[config.mk]
export PLATFORM = sky130hd
export DESIGN_NAME = tdc_fine_encoder
export DESIGN_NICKNAME = d
export VERILOG_FILES = /design/src/rtl/tdc_pkg.sv /design/src/rtl/tdc_therm2bin.sv /design/src/rtl/tdc_fine_encoder.sv
export SDC_FILE = /design/constraint.sdc
export NUM_CORES = 1
export LEC_CHECK = 0
export BUFFER_PORTS_ARGS = -buffer_cell sky130_fd_sc_hd__buf_4
export CAP_MARGIN = 20
export CELL_PAD_IN_SITES_DETAIL_PLACEMENT = 0
export CELL_PAD_IN_SITES_GLOBAL_PLACEMENT = 1
export CORE_ASPECT_RATIO = 1.1
export CORE_UTILIZATION = 43
export CTS_CLUSTER_DIAMETER = 200
export DETAILED_ROUTE_END_ITERATION = 7
export GPL_ROUTABILITY_DRIVEN = 1
export PLACE_DENSITY = 0.86
export SLEW_MARGIN = 25
export SYNTH_ARGS = -nofsm -noshare
export SYNTH_HDL_FRONTEND = slang
export SYNTH_SLANG_ARGS = --single-unit
export TNS_END_PERCENT = 1
[constraint.sdc]
create_clock -name clk -period 2.3 [get_ports clk]
set_clock_uncertainty 0.2 [all_clocks]
set_input_delay 0.23 -clock clk [delete_from_list [all_inputs] [get_ports clk]]
set_output_delay 0.23 -clock clk [all_outputs]
set_load 0.05 [all_outputs]
[src/rtl/tdc_pkg.sv]
// rtl/tdc_pkg.sv - shared state type, default sizes and clog2 helper for the TDC fine encoder
package tdc_pkg;

   typedef enum logic {
      ARMED      = 1'b0,
      WAIT_CLEAR = 1'b1
   } tdc_state_t;

   localparam int DEF_NTAPS    = 16;
   localparam int DEF_COARSE_W = 16;
   localparam int DEF_OVF_W    = 8;

   // Ceiling log2, usable in constant expressions
   function automatic int clog2(input int value);
      int r;
      r = 0;
      while ((1 << r) < value) r = r + 1;
      return r;
   endfunction

endpackage

[src/rtl/tdc_therm2bin.sv]
// rtl/tdc_therm2bin.sv - thermometer to binary fine code; TDC_BUBBLE_FILTER_EN selects popcount
module tdc_therm2bin
   import tdc_pkg::*;
#(
   parameter int NTAPS = DEF_NTAPS,
   localparam int FINE_W = clog2(NTAPS + 1)
) (
   input  logic [NTAPS-1:0]  taps,
   output logic [FINE_W-1:0] fine
);

`ifdef TDC_BUBBLE_FILTER_EN
   // Popcount: a stray 0 inside the ones run costs one tap, not the whole code
   always_comb begin
      fine = '0;
      for (int i = 0; i < NTAPS; i++) begin
         fine = fine + FINE_W'(taps[i]);
      end
   end
`else
   // Leading-ones count: index of the lowest 0 tap, NTAPS when the line is full
   always_comb begin
      fine = FINE_W'(NTAPS);
      for (int i = NTAPS - 1; i >= 0; i--) begin
         if (!taps[i]) fine = FINE_W'(i);
      end
   end
`endif

endmodule

[src/rtl/tdc_fine_encoder.sv]
// rtl/tdc_fine_encoder.sv - carry-chain TDC hit capture with coarse stamp; TDC_BUBBLE_FILTER_EN via tdc_therm2bin
module tdc_fine_encoder
   import tdc_pkg::*;
#(
   parameter int NTAPS    = DEF_NTAPS,
   parameter int COARSE_W = DEF_COARSE_W,
   parameter int OVF_W    = DEF_OVF_W,
   localparam int FINE_W  = clog2(NTAPS + 1)
) (
   input  logic                clk,
   input  logic                rst,
   input  logic [NTAPS-1:0]    TAPS,
   output logic                out_valid,
   input  logic                out_ready,
   output logic [COARSE_W-1:0] out_coarse,
   output logic [FINE_W-1:0]   out_fine,
   output logic                out_sat,
   output logic [OVF_W-1:0]    ovf_count
);

   logic [COARSE_W-1:0] coarse;
   logic [NTAPS-1:0]    s1_taps, s2_taps;
   logic [COARSE_W-1:0] s1_coarse, s2_coarse;
   logic [FINE_W-1:0]   fine;
   tdc_state_t          state, state_nxt;
   logic                hit, load, drop;

   tdc_therm2bin #(.NTAPS(NTAPS)) u_therm2bin (
      .taps (s2_taps),
      .fine (fine)
   );

   // Free-running coarse counter and two-flop synchronizer; the coarse stamp
   // travels with the taps so it stays aligned to the sample it belongs to
   always_ff @(posedge clk) begin
      if (rst) begin
         coarse    <= '0;
         s1_taps   <= '0;
         s1_coarse <= '0;
         s2_taps   <= '0;
         s2_coarse <= '0;
      end else begin
         coarse    <= coarse + COARSE_W'(1);
         s1_taps   <= TAPS;
         s1_coarse <= coarse;
         s2_taps   <= s1_taps;
         s2_coarse <= s1_coarse;
      end
   end

   assign hit  = (state == ARMED) && s2_taps[0];
   assign load = hit && (!out_valid || out_ready);
   assign drop = hit && out_valid && !out_ready;

   // Edge detector: one hit per rising first tap, re-armed once it falls
   always_comb begin
      state_nxt = state;
      case (state)
         ARMED:      if (hit) state_nxt = WAIT_CLEAR;
         WAIT_CLEAR: if (!s2_taps[0]) state_nxt = ARMED;
         default:    state_nxt = ARMED;
      endcase
   end

   // State register
   always_ff @(posedge clk) begin
      if (rst) state <= ARMED;
      else     state <= state_nxt;
   end

   // One-deep output holding register plus saturating drop counter
   always_ff @(posedge clk) begin
      if (rst) begin
         out_valid  <= 1'b0;
         out_coarse <= '0;
         out_fine   <= '0;
         out_sat    <= 1'b0;
         ovf_count  <= '0;
      end else begin
         if (load) begin
            out_valid  <= 1'b1;
            out_coarse <= s2_coarse;
            out_fine   <= fine;
            out_sat    <= &s2_taps;
         end else if (out_ready) begin
            out_valid <= 1'b0;
         end
         if (drop && (ovf_count != {OVF_W{1'b1}})) begin
            ovf_count <= ovf_count + OVF_W'(1);
         end
      end
   end

endmodule

==> summary.md, run 1 <==
| Metric | Value |
|---|---|
| Wire length per cell | 11.38 µm |
| Worst stage delay on the critical path | 400 ps |
| Max-slew violation count | 0 |
| Yosys reg bits | 112 |
| Initial DRC count | 111 |
| Ys Warns | 0 |
| R2R Setup Slk | 500 ps |
| CP Data Arrival Time | 1870 ps |
| IO Count | 50 |
| Gr usage total | 0.1486 |
| First-pass GRT wire length | 10.84 mm |
| Initial antenna violation count | 0 |
| RePlAce Congestion | 0.8592 |
| Post-route setup TNS | 0 ps |
| Clock-pin slew on the worst setup and hold paths | 100 ps |
| Die H | 100.3 µm |
| Cell variety after synth | 42 |
| Logic pwr share | 0.042 |
| Chip width | 91.37 µm |
| CP Cell Sequence | ha_1, nand4_1, o211ai_1, nor3_1, mux2_1 |
| Fillers | 743 |
| Reg2reg end | ovf_count[7]$_SDFFE_PP0P_ |
| Setup slack at placement | 509.5 ps |
| Vias in the first global route | 2384 |
| Register area | 2242 µm² |
| DRT Pass-1 Iters | 4 |
| Congestion Overflow GR | 0 |
| Final instance area | 4623 µm² |
| Worst min path class | in2reg |
| RSZ-0062 raised after global routing | no |
| Register area share after synthesis | 0.5936 |
| Worst rel slew slack | 0.6500 |
| Overall die area | 9164 µm² |
| Setup crit end | ovf_count[7]$_SDFFE_PP0P_ |
| Area growth syn-to-layout | 22.39% |
| CTS Buf Count | 9 |
| Longest Clk Path Bufs | 2 |
| Internal power | 0.002594 W |
| Max VDD drop | 258.3 µV |
| Final HPWL DP | 4.197 mm |
| Cell Pwr Density | 721.5 nW/µm² |
| CTS H-tree lvls | 3 |
| Total wire length | 6.339 mm |
| Worst reg2reg path startpoint | ovf_count[0]$_SDFFE_PP0P_ |
| R2R cell count | 5 |
| DRC Markers | 0 |
| Mapped Cells | 377 |
| Crit path time final | 1801 ps |
| Core area | 8452 µm² |
| MaxCap Viol Count | 0 |
| Flop pwr share | 0.598 |
| Startpoint types | flop |
| Average size of a mapped cell | 10.02 µm² |
| Starting Density | 0.4469 |
| Final Util | 0.5470 |
| Worst-Skew Late Latency | 370 ps |
| Largest net degree at the start of global routing | 48 |
| Vias per inst | 4.661 |
| Synth async-reset ratio | 0 |
| ANT cells | 0 |
| Root Buffer | clkbuf_8 |
| Final antenna-violating net count | 0 |
| Area of the multi-input gates | 1446 µm² |
| Clock Sinks | 112 |
| PortBufs | 49 |
| Status | completed |
| Crit path max fanout | 5 |
| Crit path capture type | flop |
| Switching share of total power | 0.2224 |
| Syn Nets | 398 |
| Max Clk Rate | 555.1 MHz |
| Clock power share | 0.360 |
| Post-synth EDFFs | 0 |
| # rows | 35 |
| Final-report setup violation count | 0 |
| Req. time, crit path | 2370 ps |
| Leakage power | 1.776 nW |
| CTS tree | done |
| Post-DP Area | 4252 µm² |
| Via count | 2596 |
| Prevailing post-synth register cell | dfxtp_1 |
| Worst Setup Path Type | reg2reg |
| Crit path max-delay cell type | dfxtp_1 |
| Layout cell share with drive strength beyond 1 | 0.1726 |
| Tightest Pin Transition | 523.7 ps |
| Nets | 462 |
| Crit share post-route | 0.7832 |
| NetSw | 0.0007418 W |
| Worst setup path start | ovf_count[0]$_SDFFE_PP0P_ |
| Post-CTS Setup Bufs | 0 |
| Worst Setup Slack, final | 498.7 ps |
| Synth Cell Area | 3777 µm² |
| Final Hold Fails | 0 |
## area by class of cell
type / instances / share of cell area
clock buffer: 10 / 0.02977
timing repair buffer: 69 / 0.1207
inverter: 7 / 0.005683
clock inverter: 6 / 0.01597
sequential: 112 / 0.4850
multi-input combinational: 242 / 0.3129
tap: 111 / 0.03004
## power groups by stage
stage | Combinational, W | Sequential, W | Clock [W]
floorplan | 0.0000707 | 0.00204 | 0
global placement | 0.000117 | 0.00204 | 0
detailed placement | 0.000119 | 0.00204 | 0
CTS | 0.000141 | 0.00200 | 0.00124
global route | 0.000155 | 0.00200 | 0.00132
finish | 0.000140 | 0.00200 | 0.00120
## cells in the final DEF (no fill, tap or decap), types with 2 or more instances in the layout
master / Yosys / final
nand2_1: 45 / 45
nand2b_1: 2 / 2
nand4_1: 8 / 8
nor4_1: 3 / 3
and2_1: 3 / 3
clkinvlp_4: 0 / 2
o221ai_1: 3 / 3
clkbuf_8: 0 / 10
a31oi_1: 2 / 2
xor2_1: 4 / 4
nand3_1: 9 / 9
inv_1: 7 / 7
o211ai_1: 3 / 3
and3_1: 4 / 4
buf_4: 0 / 53
dlygate4sd3_1: 0 / 16
a21bo_2: 2 / 2
o21ai_0: 5 / 5
nor2b_1: 68 / 68
dfxtp_1: 112 / 112
nor3_1: 4 / 4
xnor2_1: 9 / 9
ha_1: 2 / 2
a21oi_1: 22 / 22
nor2_1: 22 / 22
mux2_1: 3 / 3
inv_6: 0 / 2
or3_1: 3 / 3
## cell families (layout without fill, tap and decap cells)
family | count (synthesis) | after routing | synth area share
buf+inv | 23 | 92 | 0.02352
mux | 4 | 4 | 0.01159
simple gates | 179 | 179 | 0.2610
flops | 112 | 112 | 0.5936
xor+xnor | 13 | 13 | 0.03014
compound gates | 44 | 44 | 0.07354
fa+ha+maj | 2 | 2 | 0.006624
## per-layer routing
layer	part of all wire	GRT usage
met2	0.44	0.2314
met5	0	0
met1	0.50	0.1942
met4	0.015	0.06960
met3	0.040	0.03788
## worst max-delay path: cells and delay by family (launching register included)
| family | cells | cell delay [ps] |
|---|---|---|
| adders and majority gates | 1 | 210 |
| DFF | 1 | 400 |
| AOI/OAI and AO/OA | 1 | 290 |
| muxes | 1 | 310 |
| and+or+nand+nor | 2 | 280 |
## sequential cells by signal, summed over array words and instances, names as in the netlist
name and flops:
ovf_count 8, coarse 16, out_valid 1, out_coarse 16
out_sat 1, state 1, s2_taps 16, out_fine 5
s2_coarse 16, s1_coarse 16, s1_taps 16
## synthesized netlist by cell type (2+ instances only)
cell | number | share of area
xor2_1 | 4 | 0.0093
inv_1 | 7 | 0.0070
xnor2_1 | 9 | 0.021
clkbuf_1 | 13 | 0.013
nand3_1 | 9 | 0.012
buf_2 | 2 | 0.0026
nor2_1 | 22 | 0.022
and3_1 | 4 | 0.0066
nand2b_1 | 2 | 0.0033
nand4_1 | 8 | 0.013
o21ai_0 | 5 | 0.0066
a21oi_1 | 22 | 0.029
nand2_1 | 45 | 0.045
nor3_1 | 4 | 0.0053
and2_1 | 3 | 0.0050
a31oi_1 | 2 | 0.0033
mux2_1 | 3 | 0.0089
dfxtp_1 | 112 | 0.59
a21bo_2 | 2 | 0.0053
or3_1 | 3 | 0.0050
nor2b_1 | 68 | 0.11
o211ai_1 | 3 | 0.0060
o221ai_1 | 3 | 0.0070
nor4_1 | 3 | 0.0050
ha_1 | 2 | 0.0066
## repair_timing
action | CTS | global route
resized for setup | 0 | 0
hold buffers | 16 | 0
hold endpoints to repair | 16 | 0
## metrics by stage
step                      hold WS (ps)  std cells  total power (W)
after floorplan                  158.2        377         0.002113
after global placement           219.8        525         0.002156
after detailed placement         222.6        525         0.002160
final                            57.95        557         0.003336
after CTS                        39.28        557         0.003372
after global routing             65.28        557         0.003473
## worst min path at each step
stage / from / endpoint / slack [ps] / cells after the start
5_1_grt: out_ready / out_valid$_SDFFE_PP0P_ / 70 / 3
3_5_place_dp: s1_coarse[4]$_SDFF_PP0_ / s2_coarse[4]$_SDFF_PP0_ / 220 / 1
4_1_cts: out_ready / out_valid$_SDFFE_PP0P_ / 40 / 3
3_3_place_gp: s1_coarse[12]$_SDFF_PP0_ / s2_coarse[12]$_SDFF_PP0_ / 220 / 1
2_1_floorplan: TAPS[0] / s1_taps[0]$_SDFF_PP0_ / 160 / 1
6_report: out_ready / out_valid$_SDFFE_PP0P_ / 60 / 3
(Power assumes the default switching activity.)
==> run 2: changes to the inputs <==
==> constraint.sdc (replaced) <==
create_clock -name clk -period 1.7 [get_ports clk]
set_clock_uncertainty 0.2 [all_clocks]
set_input_delay 0.17 -clock clk [delete_from_list [all_inputs] [get_ports clk]]
set_output_delay 0.17 -clock clk [all_outputs]
set_load 0.05 [all_outputs]
==> summary.md, run 2 (synthesis gave the netlist of run 1 again) <==
| Metric | Value |
|---|---|
| Die H | 100.3 µm (unchanged) |
| Status | completed |
| MaxCap Viol Count | 0 (unchanged) |
| Worst rel slew slack | 0.7897 (+0.1397) |
| Commonest non-fill, non-tap cell in the layout | dfxtp_1 |
| Vias per inst | 4.640 (-0.44%) |
| Worst-Skew Late Latency | 380 ps (about the same) |
| Post-DP Area | 4405 µm² (+3.6%) |
| Via count | 2668 (+2.8%) |
| DRC Markers | 0 (unchanged) |
| Nets | 480 (+3.9%) |
| CTS tree | done |
| Root Buffer | clkbuf_8 |
| Gr usage total | 0.1504 (+0.001835) |
| Fillers | 734 (-1.2%) |
| Max Clk Rate | 603.4 MHz (+8.7%) |
| Clock-pin slew on the worst setup and hold paths | 120 ps (+20 ps) |
| Crit path max fanout | 5 (unchanged) |
| Final Hold Fails | 0 (unchanged) |
| Clock Sinks | 112 (unchanged) |
| DRT Pass-1 Iters | 4 (unchanged) |
| PortBufs | 49 (unchanged) |
| Initial DRC count | 69 (-38%) |
| Req. time, crit path | 1770 ps (-600 ps) |
| Tightest Pin Transition | 312.5 ps (-211.2 ps) |
| Starting Density | 0.4469 (unchanged) |
| Crit share post-route | 0.9749 (+0.1917) |
| Final-report setup violation count | 0 (unchanged) |
| Chip width | 91.37 µm (unchanged) |
| Total power | 0.004472 W (+34%) |
| Leakage power | 1.894 nW (+6.6%) |
| Initial antenna violation count | 0 (unchanged) |
| CP Data Arrival Time | 1720 ps (-150 ps) |
| Worst Setup Slack, final | 42.75 ps (-455.9 ps) |
| Crit path capture type | flop |
| Final antenna-violating net count | 0 (unchanged) |
| Setup slack at placement | 31.02 ps (-478.5 ps) |
| Longest Clk Path Bufs | 2 (unchanged) |
| Core area | 8452 µm² (unchanged) |
| R2R Setup Slk | 40 ps (-460 ps) |
| Final HPWL DP | 4.385 mm (+4.5%) |
| Area growth syn-to-layout | 27.89% |
| CTS Buf Count | 9 (unchanged) |
| Max VDD drop | 386.2 µV (+49%) |
| # rows | 35 (unchanged) |
| Total wire length | 6.475 mm (+2.1%) |
| Startpoint types | flop |
| Largest net degree at the start of global routing | 26 (-46%) |
| CTS H-tree lvls | 3 (unchanged) |
| Worst Setup Path Type | reg2reg |
| Post-route setup TNS | 0 ps (unchanged) |
| Overall die area | 9164 µm² (unchanged) |
| Most frequent cells in the layout | 100 x dfxtp_1, 68 x nor2b_1, 68 x buf_4 |
| ANT cells | 0 (unchanged) |
| Worst min path class | reg2reg |
| Congestion Overflow GR | 0 (unchanged) |
| Final instance area | 4831 µm² (+4.5%) |
| RSZ-0062 raised after global routing | yes |
| First-pass GRT wire length | 10.83 mm (-0.12%) |
| Layout cell share with drive strength beyond 1 | 0.2392 (+0.06658) |
| RePlAce Congestion | 0.8960 (+4.3%) |
| Crit path time final | 1657 ps (-144.1 ps) |
| Cell Pwr Density | 925.8 nW/µm² (+28%) |
| IO Count | 50 (unchanged) |
| Vias in the first global route | 2445 (+2.6%) |
| Max-slew violation count | 0 (unchanged) |
| Wire length per cell | 11.26 µm (-1.1%) |
## run 2: cell types whose count changed in the layout (fill, tap and decap cells not counted), moves of 2 or more
cell,change
buf_4,+15
clkinv_8,+3
clkinvlp_4,-2
dfxtp_1,-12
dfxtp_2,+9
dfxtp_4,+3
dlygate4sd3_1,+2
inv_6,+2
nand2_1,-2
nand2_2,+2
## run 2: timing repair
item / in CTS / in global routing
setup endpoints to repair: 0 / 9
hold buffers: 18 / 0
endpoints found under the hold margin: 30 / 0
buffers inserted: 0 / 1
resized for setup: 0 / 10
## run 2: path summary, 6_finish.rpt
path	start	to	depth (start not counted)
max	ovf_count[0]$_SDFFE_PP0P_	ovf_count[7]$_SDFFE_PP0P_	5
min	s1_coarse[10]$_SDFF_PP0_	s2_coarse[10]$_SDFF_PP0_	1
max reg2reg	ovf_count[0]$_SDFFE_PP0P_	ovf_count[7]$_SDFFE_PP0P_	5
min reg2reg	s1_coarse[10]$_SDFF_PP0_	s2_coarse[10]$_SDFF_PP0_	1
## run 2: area by class of cell
class	count	area, µm²	area share
Tap cell	111	138.9	0.02875
Inverter	7	26.28	0.005439
Clock buffer	9	123.9	0.02564
Sequential cell	112	2265	0.4688
Clock inverter	7	83.83	0.01735
Timing Repair Buffer	87	710.7	0.1471
Multi-Input combinational cell	242	1483	0.3069
## run 2: power by group
group / switching [W] / total (W) / internal, W
clock network: 0.000971 / 0.00156 / 0.000591
logic: 0.000102 / 0.000216 / 0.000115
registers: 0.0000245 / 0.00269 / 0.00267
total: 0.00110 / 0.00447 / 0.00337
## run 2: critical path: stages, from the launching register on
cell and delay [ps]:
dfxtp_4 390, ha_4 130, nand4_1 170, o211ai_1 280, nor3_2 80, mux2_1 310
## run 2: stage by stage
step                      instances  hold WS, ps  utilization
after floorplan                 377        98.18            -
after global placement          540        186.9       0.5212
after detailed placement        540        186.6       0.5212
after CTS                       574        244.3       0.5671
after global routing            575        254.6       0.5716
final                           575        241.8       0.5716
## run 2: routing by layer
metal	routed length, µm	track usage
met2	2931	0.2418
met4	94	0.05861
met5	0	0
met1	3193	0.1928
met3	255	0.04167
==> run 3: changes to the inputs <==
--- a/config.mk
+++ b/config.mk
@@ -10,6 +10,7 @@
 export CELL_PAD_IN_SITES_DETAIL_PLACEMENT = 0
 export CELL_PAD_IN_SITES_GLOBAL_PLACEMENT = 1
 export CORE_ASPECT_RATIO = 1.1
+export CORE_MARGIN = 2
 export CORE_UTILIZATION = 43
 export CTS_CLUSTER_DIAMETER = 200
 export DETAILED_ROUTE_END_ITERATION = 7
==> constraint.sdc (replaced) <==
create_clock -name clk -period 1.7 [get_ports clk]
set_clock_uncertainty 0.2 [all_clocks]
set_input_delay 0.425 -clock clk [delete_from_list [all_inputs] [get_ports clk]]
set_output_delay 0.425 -clock clk [all_outputs]
set_load 0.05 [all_outputs]
==> summary.md, run 3 (synthesis gave the netlist of run 1 again) <==
| Metric | Value |
|---|---|
| Crit path time final | 1643 ps (-14.74 ps) |
| Final Hold Fails | 0 (unchanged) |
| Leakage power | 1.813 nW (-4.3%) |
| Req. time, crit path | 1750 ps (-20 ps) |
| IO Count | 50 (unchanged) |
| Final antenna-violating net count | 0 (unchanged) |
| Post-DP Area | 4443 µm² (+0.85%) |
| Overall die area | 9551 µm² (+4.2%) |
| Congestion Overflow GR | 0 (unchanged) |
| Worst rel slew slack | 0.7504 (-0.03937) |
| PortBufs | 49 (unchanged) |
| RePlAce Congestion | 0.8496 (-5.2%) |
| CTS tree | done |
| CTS H-tree lvls | 3 (unchanged) |
| MaxCap Viol Count | 0 (unchanged) |
| Initial DRC count | 76 (+10%) |
| Post-CTS Setup Bufs | 0 (unchanged) |
| Starting Density | 0.4469 (unchanged) |
| Via count | 2615 (-2.0%) |
| Nets | 466 (-2.9%) |
| Wire length per cell | 10.87 µm (-3.5%) |
| Layout cell share with drive strength beyond 1 | 0.2489 (+0.009665) |
| Crit path capture type | flop |
| Commonest non-fill, non-tap cell in the layout | dfxtp_1 |
| Core area | 8452 µm² (unchanged) |
| Vias per inst | 4.661 (+0.46%) |
| Clock-pin slew on the worst setup and hold paths | 100 ps (-20 ps) |
| Most frequent cells in the layout | 101 x dfxtp_1, 72 x buf_4, 68 x nor2b_1 |
| Die H | 102.3 µm (+2.0%) |
| Area growth syn-to-layout | 22.79% |
| Total wire length | 6.098 mm (-5.8%) |
| Vias in the first global route | 2414 (-1.3%) |
| Fillers | 740 (+0.82%) |
| Initial antenna violation count | 0 (unchanged) |
| First-pass GRT wire length | 10.27 mm (-5.1%) |
| Largest net degree at the start of global routing | 41 (+58%) |
| Final instance area | 4638 µm² (-4.0%) |
| Final-report setup violation count | 0 (unchanged) |
| Tightest Pin Transition | 374.5 ps (+61.94 ps) |
| Final non-filler cell total | 561 (-2.4%) |
| Root Buffer | clkbuf_8 |
| Final HPWL DP | 4.377 mm (-0.18%) |
| Startpoint types | flop |
| DRT Pass-1 Iters | 4 (unchanged) |
| RSZ-0062 raised after global routing | yes |
| Longest Clk Path Bufs | 2 (unchanged) |
| Crit share post-route | 0.9662 (-0.008670) |
| CP Data Arrival Time | 1690 ps (-30 ps) |
| Cell Pwr Density | 932.2 nW/µm² (+0.69%) |
| Cells after DPL | 545 (+0.93%) |
| Crit path max fanout | 6 (+1) |
| # rows | 35 (unchanged) |
| Register area | 2261 µm² (-0.17%) |
| Worst-Skew Late Latency | 360 ps (-20 ps) |
| Chip width | 93.37 µm (+2.2%) |
| Worst min path class | in2reg |
| Status | completed |
| Max-slew violation count | 0 (unchanged) |
| Max VDD drop | 353.8 µV (-8.4%) |
| ANT cells | 0 (unchanged) |
| Max Clk Rate | 608.8 MHz (+0.90%) |
| CTS Buf Count | 9 (unchanged) |
| Worst Setup Path Type | reg2reg |
| Gr usage total | 0.1347 (-0.01575) |
| DRC Markers | 0 (unchanged) |
| Clock Sinks | 112 (unchanged) |
| Area of the multi-input gates | 1465 µm² (-1.2%) |
run 3: cell count changes in the layout (fill, tap and decap cells not counted), sizes merged:
cell / before / now
buf: 69 / 73
clkbuf: 9 / 10
clkinv: 3 / 2
dlygate4sd3: 18 / 0
run 3: stage by stage:
stage               setup TNS (ps)  utilization  hold WS (ps)  setup WS [ps]  power, W
floorplan                   -32.26            -         213.8         -32.26  0.002856
global placement            -129.1       0.5257         217.1         -109.9  0.002929
detailed placement          -166.4       0.5257         220.4         -117.6  0.002933
CTS                              0       0.5477         49.61          28.74  0.004383
global route                -36.52       0.5488         51.81         -23.99  0.004511
finish                           0       0.5488         67.15          57.49  0.004324
run 3: worst paths after layout:
| check | start | to | slack (ps) | cells past startpoint |
|---|---|---|---|---|
| min reg2reg | s1_coarse[5]$_SDFF_PP0_ | s2_coarse[5]$_SDFF_PP0_ | 240 | 1 |
| max | coarse[3]$_SDFF_PP0_ | coarse[15]$_SDFF_PP0_ | 60 | 4 |
| min | TAPS[11] | s1_taps[11]$_SDFF_PP0_ | 70 | 2 |
| max reg2reg | coarse[3]$_SDFF_PP0_ | coarse[15]$_SDFF_PP0_ | 60 | 4 |
run 3: layout make-up:
| cell class | instances | share of cell area |
|---|---|---|
| Clock buffer | 10 | 0.02967 |
| Multi-Input combinational cell | 242 | 0.3159 |
| Sequential cell | 112 | 0.4875 |
| Tap cell | 111 | 0.02994 |
| Clock inverter | 6 | 0.01052 |
| Timing Repair Buffer | 73 | 0.1209 |
| Inverter | 7 | 0.005665 |
run 3: layer usage:
layer | GRT usage | up-vias | part of all wire | wire length, µm
met5 | 0 | - | 0 | 0
met4 | 0.05769 | 0 | 0.018 | 109
met3 | 0.03392 | 11 | 0.044 | 271
met2 | 0.2108 | 57 | 0.44 | 2687
met1 | 0.1779 | 1157 | 0.50 | 3030
li1 | - | 1390 | - | -
run 3: critical path: stages, from the launching register on:
cell     delay (ps)
dfxtp_1         400
nand4_4         170
nor3_2          230
nor3b_2         210
mux2_1          330
run 3: repair_timing:
action	in CTS	in global routing
endpoints found under the setup margin	0	18
resized for setup	0	5
hold buffers	0	0
endpoints found under the hold margin	0	0
run 3: power breakdown:
group	leakage (nW)	total (W)	switching (W)	internal, W
clock network	0.0981	0.00145	0.000857	0.000595
logic	0.799	0.000175	0.0000907	0.0000843
registers	0.916	0.00270	0.0000262	0.00267
